File: config.mk
export PLATFORM = sky130hd
export DESIGN_NAME = psram_arbiter
export DESIGN_NICKNAME = d
export VERILOG_FILES = /design/src/rtl/psram_arbiter.sv
export SDC_FILE = /design/constraint.sdc
export NUM_CORES = 1
export LEC_CHECK = 0
export CORE_MARGIN = 2
export CORE_UTILIZATION = 39
export CTS_CLUSTER_DIAMETER = 40
export DETAILED_ROUTE_END_ITERATION = 10
export PLACE_DENSITY = 0.81
export SKIP_CTS_REPAIR_TIMING = 1
export SLEW_MARGIN = 20
export SYNTH_ARGS = -nofsm -noshare
export SYNTH_HDL_FRONTEND = slang
export SYNTH_SLANG_ARGS = --single-unit
File: constraint.sdc
create_clock -name i_clk -period 1.9 [get_ports i_clk]
set_input_delay 0.57 -clock i_clk [delete_from_list [all_inputs] [get_ports i_clk]]
set_output_delay 0.57 -clock i_clk [all_outputs]
set_load 0.01 [all_outputs]
File: src/rtl/psram_arbiter.sv
// psram_arbiter: two-port arbiter sharing one psram controller, port 0 (video) has priority.
// Define PSRAM_ARB_STARVE_EN to force a port-1 grant after STARVE_LIMIT consecutive port-0 wins.
module psram_arbiter #(
    parameter int STARVE_LIMIT = 8
) (
    input  logic        i_clk,
    input  logic        i_rstn,
    input  logic        i_p0_req,
    input  logic        i_p0_we,
    input  logic [23:0] i_p0_addr,
    input  logic [15:0] i_p0_din,
    output logic        o_p0_ack,
    output logic        o_p0_done,
    output logic [15:0] o_p0_dout,
    input  logic        i_p1_req,
    input  logic        i_p1_we,
    input  logic [23:0] i_p1_addr,
    input  logic [15:0] i_p1_din,
    output logic        o_p1_ack,
    output logic        o_p1_done,
    output logic [15:0] o_p1_dout,
    output logic        o_mem_stb,
    output logic        o_mem_we,
    output logic [23:0] o_mem_addr,
    output logic [15:0] o_mem_din,
    input  logic        i_mem_busy,
    input  logic        i_mem_done,
    input  logic [15:0] i_mem_dout,
    output logic [1:0]  o_grant
);
    typedef enum logic [1:0] {
        ST_IDLE  = 2'd0,
        ST_ISSUE = 2'd1,
        ST_WAIT  = 2'd2
    } state_t;

    state_t state_r;
    state_t state_nxt_s;

    logic        any_req_s;
    logic        pick_p1_s;

    logic        p0_ack_r, p1_ack_r, p0_done_r, p1_done_r;
    logic [15:0] p0_dout_r, p1_dout_r;
    logic        stb_r, we_r;
    logic [23:0] addr_r;
    logic [15:0] din_r;
    logic [1:0]  grant_r;

    logic        p0_ack_nxt_s, p1_ack_nxt_s, p0_done_nxt_s, p1_done_nxt_s;
    logic [15:0] p0_dout_nxt_s, p1_dout_nxt_s;
    logic        stb_nxt_s, we_nxt_s;
    logic [23:0] addr_nxt_s;
    logic [15:0] din_nxt_s;
    logic [1:0]  grant_nxt_s;

    assign any_req_s = i_p0_req | i_p1_req;

`ifdef PSRAM_ARB_STARVE_EN
    localparam logic [7:0] LIMIT = 8'(STARVE_LIMIT);
    logic [7:0] starve_cnt_r;

    assign pick_p1_s = i_p1_req & (~i_p0_req | (starve_cnt_r == LIMIT));

    // Count port-0 wins taken while port 1 was waiting; any other grant restarts the count.
    always_ff @(posedge i_clk) begin
        if (!i_rstn) begin
            starve_cnt_r <= 8'd0;
        end else if ((state_r == ST_IDLE) && any_req_s) begin
            if (pick_p1_s || !i_p1_req) begin
                starve_cnt_r <= 8'd0;
            end else begin
                starve_cnt_r <= starve_cnt_r + 8'd1;
            end
        end else begin
            starve_cnt_r <= starve_cnt_r;
        end
    end
`else
    assign pick_p1_s = i_p1_req & ~i_p0_req;
`endif

    // State register.
    always_ff @(posedge i_clk) begin
        if (!i_rstn) begin
            state_r <= ST_IDLE;
        end else begin
            state_r <= state_nxt_s;
        end
    end

    // Next-state logic; a done seen while still issuing short-circuits straight to idle.
    always_comb begin
        state_nxt_s = state_r;
        case (state_r)
            ST_IDLE: begin
                if (any_req_s) state_nxt_s = ST_ISSUE;
                else           state_nxt_s = ST_IDLE;
            end
            ST_ISSUE: begin
                if (i_mem_done)      state_nxt_s = ST_IDLE;
                else if (i_mem_busy) state_nxt_s = ST_WAIT;
                else                 state_nxt_s = ST_ISSUE;
            end
            ST_WAIT: begin
                if (i_mem_done) state_nxt_s = ST_IDLE;
                else            state_nxt_s = ST_WAIT;
            end
            default: state_nxt_s = ST_IDLE;
        endcase
    end

    // Next values of the registered outputs.
    always_comb begin
        p0_ack_nxt_s  = 1'b0;
        p1_ack_nxt_s  = 1'b0;
        p0_done_nxt_s = 1'b0;
        p1_done_nxt_s = 1'b0;
        p0_dout_nxt_s = p0_dout_r;
        p1_dout_nxt_s = p1_dout_r;
        stb_nxt_s     = stb_r;
        we_nxt_s      = we_r;
        addr_nxt_s    = addr_r;
        din_nxt_s     = din_r;
        grant_nxt_s   = grant_r;
        case (state_r)
            ST_IDLE: begin
                if (any_req_s) begin
                    stb_nxt_s = 1'b1;
                    if (pick_p1_s) begin
                        grant_nxt_s  = 2'b10;
                        p1_ack_nxt_s = 1'b1;
                        we_nxt_s     = i_p1_we;
                        addr_nxt_s   = i_p1_addr;
                        din_nxt_s    = i_p1_din;
                    end else begin
                        grant_nxt_s  = 2'b01;
                        p0_ack_nxt_s = 1'b1;
                        we_nxt_s     = i_p0_we;
                        addr_nxt_s   = i_p0_addr;
                        din_nxt_s    = i_p0_din;
                    end
                end else begin
                    stb_nxt_s   = 1'b0;
                    grant_nxt_s = 2'b00;
                end
            end
            ST_ISSUE, ST_WAIT: begin
                if (i_mem_done) begin
                    stb_nxt_s   = 1'b0;
                    we_nxt_s    = 1'b0;
                    grant_nxt_s = 2'b00;
                    if (grant_r[1]) begin
                        p1_done_nxt_s = 1'b1;
                        p1_dout_nxt_s = i_mem_dout;
                    end else begin
                        p0_done_nxt_s = 1'b1;
                        p0_dout_nxt_s = i_mem_dout;
                    end
                end else if (i_mem_busy) begin
                    stb_nxt_s = 1'b0;
                end else begin
                    stb_nxt_s = stb_r;
                end
            end
            default: begin
                stb_nxt_s   = 1'b0;
                grant_nxt_s = 2'b00;
            end
        endcase
    end

    // Output registers.
    always_ff @(posedge i_clk) begin
        if (!i_rstn) begin
            p0_ack_r  <= 1'b0;
            p1_ack_r  <= 1'b0;
            p0_done_r <= 1'b0;
            p1_done_r <= 1'b0;
            p0_dout_r <= 16'h0000;
            p1_dout_r <= 16'h0000;
            stb_r     <= 1'b0;
            we_r      <= 1'b0;
            addr_r    <= 24'h000000;
            din_r     <= 16'h0000;
            grant_r   <= 2'b00;
        end else begin
            p0_ack_r  <= p0_ack_nxt_s;
            p1_ack_r  <= p1_ack_nxt_s;
            p0_done_r <= p0_done_nxt_s;
            p1_done_r <= p1_done_nxt_s;
            p0_dout_r <= p0_dout_nxt_s;
            p1_dout_r <= p1_dout_nxt_s;
            stb_r     <= stb_nxt_s;
            we_r      <= we_nxt_s;
            addr_r    <= addr_nxt_s;
            din_r     <= din_nxt_s;
            grant_r   <= grant_nxt_s;
        end
    end

    assign o_p0_ack   = p0_ack_r;
    assign o_p1_ack   = p1_ack_r;
    assign o_p0_done  = p0_done_r;
    assign o_p1_done  = p1_done_r;
    assign o_p0_dout  = p0_dout_r;
    assign o_p1_dout  = p1_dout_r;
    assign o_mem_stb  = stb_r;
    assign o_mem_we   = we_r;
    assign o_mem_addr = addr_r;
    assign o_mem_din  = din_r;
    assign o_grant    = grant_r;

endmodule

==> results_tabular.tex <==
\begin{tabular}{lr}
\hline
Metric & Value \\
\hline
\multicolumn{2}{l}{\textbf{Timing}} \\
Highest achievable clock rate & 546 MHz \\
Total Neg Setup Slack & 0 ns \\
Pins over their slew limit & 0 \\
Clock skew after layout & between 0.009 and 0.01 ns \\
Slew @ Worst Pin & 0.299 ns \\
Number of hold violations in the final report & 0 \\
Worst hold margin & 0.452 ns \\
Clock period minus worst slack & 1.83 ns \\
Number of failing setup endpoints in the final timing report & 0 \\
Unrepaired setup endpoints after global routing & no \\
Final worst-path cycle share & 96.3\% \\
Slew Limit Headroom & 80.0\% \\
\multicolumn{2}{l}{\textbf{Global routing}} \\
GRT Residual Overflow & 0 \\
Antenna violations before repair & 0 \\
Global-route usage over all layers & 21.3\% \\
Via count of the first global-routing pass & $\sim$3500 \\
Wire length of the first global-routing pass & 16600 um \\
Largest net degree at the start of global routing & 83 \\
\multicolumn{2}{l}{\textbf{Cells and area}} \\
Layout fillers & 694 \\
Proportion of layout cells with a drive suffix above 1 & 5.41\% \\
Synth-to-layout area growth & 64.5\% \\
Number of nets in the layout & between 600 and 700 \\
Inserted Diodes & 0 \\
Multi-input gate area & approximately 0.0015 mm\^{}2 \\
Reg area & 0.00164 mm\^{}2 \\
Post-layout instance count excluding filler cells & 696 \\
\multicolumn{2}{l}{\textbf{Placement}} \\
Placer Congestion & approximately 0.84 \\
I/O Buffers & $\sim$180 \\
Count of placed standard cells including taps & 681 \\
Post-detailed-placement half-perimeter wirelength & 7460 um \\
\multicolumn{2}{l}{\textbf{Run}} \\
Reported max-cap violation count & 0 \\
\multicolumn{2}{l}{\textbf{Clocking}} \\
Bufs on Longest Clock Path & 2 \\
Clock tree from TritonCTS & done \\
H-tree depth reported by CTS & 3 \\
Clock input transition at the sequential cells of the worst setup and hold paths & 0.08 ns \\
Root Buffer & sky130\_fd\_sc\_hd\_\_clkbuf\_8 \\
Clk sinks & 82 \\
Num CTS Buffers & 9 \\
Clk Latency, worst-skew pair & 0.33 ns \\
\multicolumn{2}{l}{\textbf{Worst setup path}} \\
Sort of element at the start of the critical path & flop \\
R2R depth & 6 \\
Worst path max stage delay & a little under 0.6 ns \\
Worst setup path category & reg2out \\
CP cell instances & clkdlybuf4s50\_1 \\
Worst path slowest cell & sky130\_fd\_sc\_hd\_\_clkdlybuf4s50\_1 \\
Crit path capture type & output pin \\
Buffer and inverter count on the worst path & 1 \\
Worst Path Required & between 1 and 1.5 ns \\
Top delay family on crit path & buffers and inverters \\
Maximum fanout along the worst path & 2 \\
Worst R2R Start & state\_r[1] \\
Setup slack on the worst flop-to-flop path & 0.26 ns \\
FF-to-FF End & o\_p1\_dout[1] \\
Worst endpoint data arrival time & 1.26 ns \\
\multicolumn{2}{l}{\textbf{Floorplan}} \\
Horizontal extent of the die & 96.9 um \\
Die Footprint & between 0.009 and 0.01 mm\^{}2 \\
Starting utilization of the core area & approximately two fifths \\
Site row count & 33 \\
Area of the core region & 0.00830 mm\^{}2 \\
\# IOs & about 180 \\
Chip Height & 96.9 um \\
\multicolumn{2}{l}{\textbf{Yosys}} \\
Flip-flop and latch count after synthesis & just over 80 \\
Mean instance size in the synthesized netlist & 8.12 um\^{}2 \\
Number of cells produced by synthesis & 414 \\
Combined area of all synthesized cells & 0.00336 mm\^{}2 \\
Share of the yosys chip area belonging to registers & 48.8\% \\
Post-Syn Nets & between 500 and 600 \\
Library cells used by synthesis & 29 \\
Warning count from the yosys run & 0 \\
\multicolumn{2}{l}{\textbf{Detailed routing}} \\
DRT Wirelength & 10100 um \\
WL/cell & between 10 and 15 um \\
Count of nets left with antenna violations after detail routing & 0 \\
Via density & 5.05 \\
Total DRC errors in the routed layout & 0 \\
Length of the first detailed-routing pass in iterations & 5 \\
Total number of vias & 3512 \\
Iteration-0 DRC Markers & 106 \\
\multicolumn{2}{l}{\textbf{Worst hold path}} \\
HP Start & o\_p0\_dout[3] \\
Hold-critical path depth & 2 \\
Path type of the worst min-delay path & reg2reg \\
Worst hold endpoint & o\_p0\_dout[3] \\
\multicolumn{2}{l}{\textbf{Power and ir drop}} \\
Power per cell area & 756 mW/mm\^{}2 \\
Highest ir drop seen on vdd & a little over 0.4 mV \\
Design Power & approximately 4.2 mW \\
Leak & 2.11 nW \\
\multicolumn{2}{l}{\textbf{Run status}} \\
Outcome & finished clean \\
\hline
\end{tabular}
-- synthesized netlist by cell type --
master,count,area share [%]
sky130_fd_sc_hd__nand2_1,146,16
sky130_fd_sc_hd__dfxtp_1,82,49
sky130_fd_sc_hd__a31oi_1,40,7.4
sky130_fd_sc_hd__o21ai_0,39,5.8
sky130_fd_sc_hd__a21boi_1,18,4.0
sky130_fd_sc_hd__a21boi_0,17,3.8
sky130_fd_sc_hd__buf_2,16,2.4
sky130_fd_sc_hd__clkbuf_1,8,0.89
sky130_fd_sc_hd__buf_4,5,1.1
sky130_fd_sc_hd__buf_6,5,1.7
sky130_fd_sc_hd__ha_1,5,1.9
sky130_fd_sc_hd__and3_1,4,0.74
sky130_fd_sc_hd__nand2b_1,3,0.56
sky130_fd_sc_hd__nand3_1,3,0.45
sky130_fd_sc_hd__nor2_1,3,0.33
sky130_fd_sc_hd__a21oi_1,2,0.30
sky130_fd_sc_hd__and2_1,2,0.37
sky130_fd_sc_hd__inv_1,2,0.22
sky130_fd_sc_hd__nor2b_1,2,0.37
sky130_fd_sc_hd__o21a_1,2,0.45
sky130_fd_sc_hd__o21ai_1,2,0.30
sky130_fd_sc_hd__a22oi_1,1,0.22
sky130_fd_sc_hd__and3b_1,1,0.26
sky130_fd_sc_hd__clkbuf_2,1,0.15
sky130_fd_sc_hd__nand3b_1,1,0.22
sky130_fd_sc_hd__nand3b_2,1,0.33
sky130_fd_sc_hd__nor3_1,1,0.15
sky130_fd_sc_hd__nor3b_1,1,0.22
sky130_fd_sc_hd__o311ai_1,1,0.26
-- worst min-delay path, stage by stage, from the launching register on --
cell	delay, ns
sky130_fd_sc_hd__dfxtp_1	0.31
sky130_fd_sc_hd__nand2_1	0.05
sky130_fd_sc_hd__a21boi_1	0.05
-- worst max-delay path by stage --
stage	start	slack, ns	to	depth (start not counted)
2_1_floorplan	state_r[0]	0.38	o_p1_done	7
3_3_place_gp	i_p1_req	-0.007	o_mem_din[14]	5
3_5_place_dp	i_p1_req	-0.06	o_mem_din[11]	5
4_1_cts	o_grant[1]	-0.06	o_grant[1]	1
5_1_grt	o_mem_addr[12]	0.01	o_mem_addr[12]	1
6_report	o_grant[0]	0.07	o_grant[0]	1
-- cells in the final DEF, fill, tap and decap left out, drive strengths merged --
master	count
a21boi	35
a21oi	2
a22oi	1
a31oi	40
and2	2
and3	4
and3b	1
buf	15
bufinv	2
clkbuf	10
clkdlybuf4s50	180
clkinv	1
clkinvlp	2
dfxtp	82
dlymetal6s2s	2
ha	5
inv	2
nand2	146
nand2b	3
nand3	3
nand3b	2
nor2	3
nor2b	2
nor3	1
nor3b	1
o21a	2
o21ai	41
o311ai	1
-- registers in the layout, summed over array words and instances (netlist names) --
register / count
o_p0_done: 1
o_mem_din: 16
o_p1_dout: 16
o_grant: 2
state_r: 2
o_p0_dout: 16
o_mem_addr: 24
o_mem_we: 1
o_mem_stb: 1
o_p1_ack: 1
o_p1_done: 1
o_p0_ack: 1
-- final cells by class --
| class | count | share of cell area, % |
|---|---|---|
| Timing Repair Buffer | 197 | 36.8 |
| Sequential cell | 82 | 29.7 |
| Clock inverter | 5 | 1.45 |
| Multi-Input combinational cell | 295 | 27.3 |
| Inverter | 2 | 0.136 |
| Clock buffer | 10 | 2.31 |
| Tap cell | 105 | 2.37 |
-- metal layers --
layer  track usage, %  vias up  wire length [um]
met5                0        -                 0
li1                 -     1741                 -
met1             24.9     1599              4170
met3             7.51       22               841
met4             7.58        0               234
met2             35.8      150              4880
-- per-stage QoR --
stage                     util (%)  setup slack, ns  instance area [um^2]
after floorplan                  -            0.382                  3360
after CTS                     66.6          -0.0575                  5530
after global routing          66.7           0.0116                  5530
after detailed placement      64.1          -0.0578                  5320
after global placement        64.1         -0.00682                  5320
final                         66.7           0.0695                  5530
-- cells by family after synthesis --
| kind of cell | after synthesis | share of synthesized area [%] |
|---|---|---|
| adder cells (fa/ha/maj) | 5 | 1.86 |
| AND/OR/NAND/NOR | 168 | 20.3 |
| buffers and inverters | 37 | 6.44 |
| flip-flops | 82 | 48.8 |
| AO/OA/AOI/OAI | 122 | 22.6 |
-- power by group --
group          internal [mW]  switching [mW]
Clock                  0.732           0.596
Combinational          0.549           0.394
Sequential              1.85          0.0674
Power figures use the tool's default switching activity.
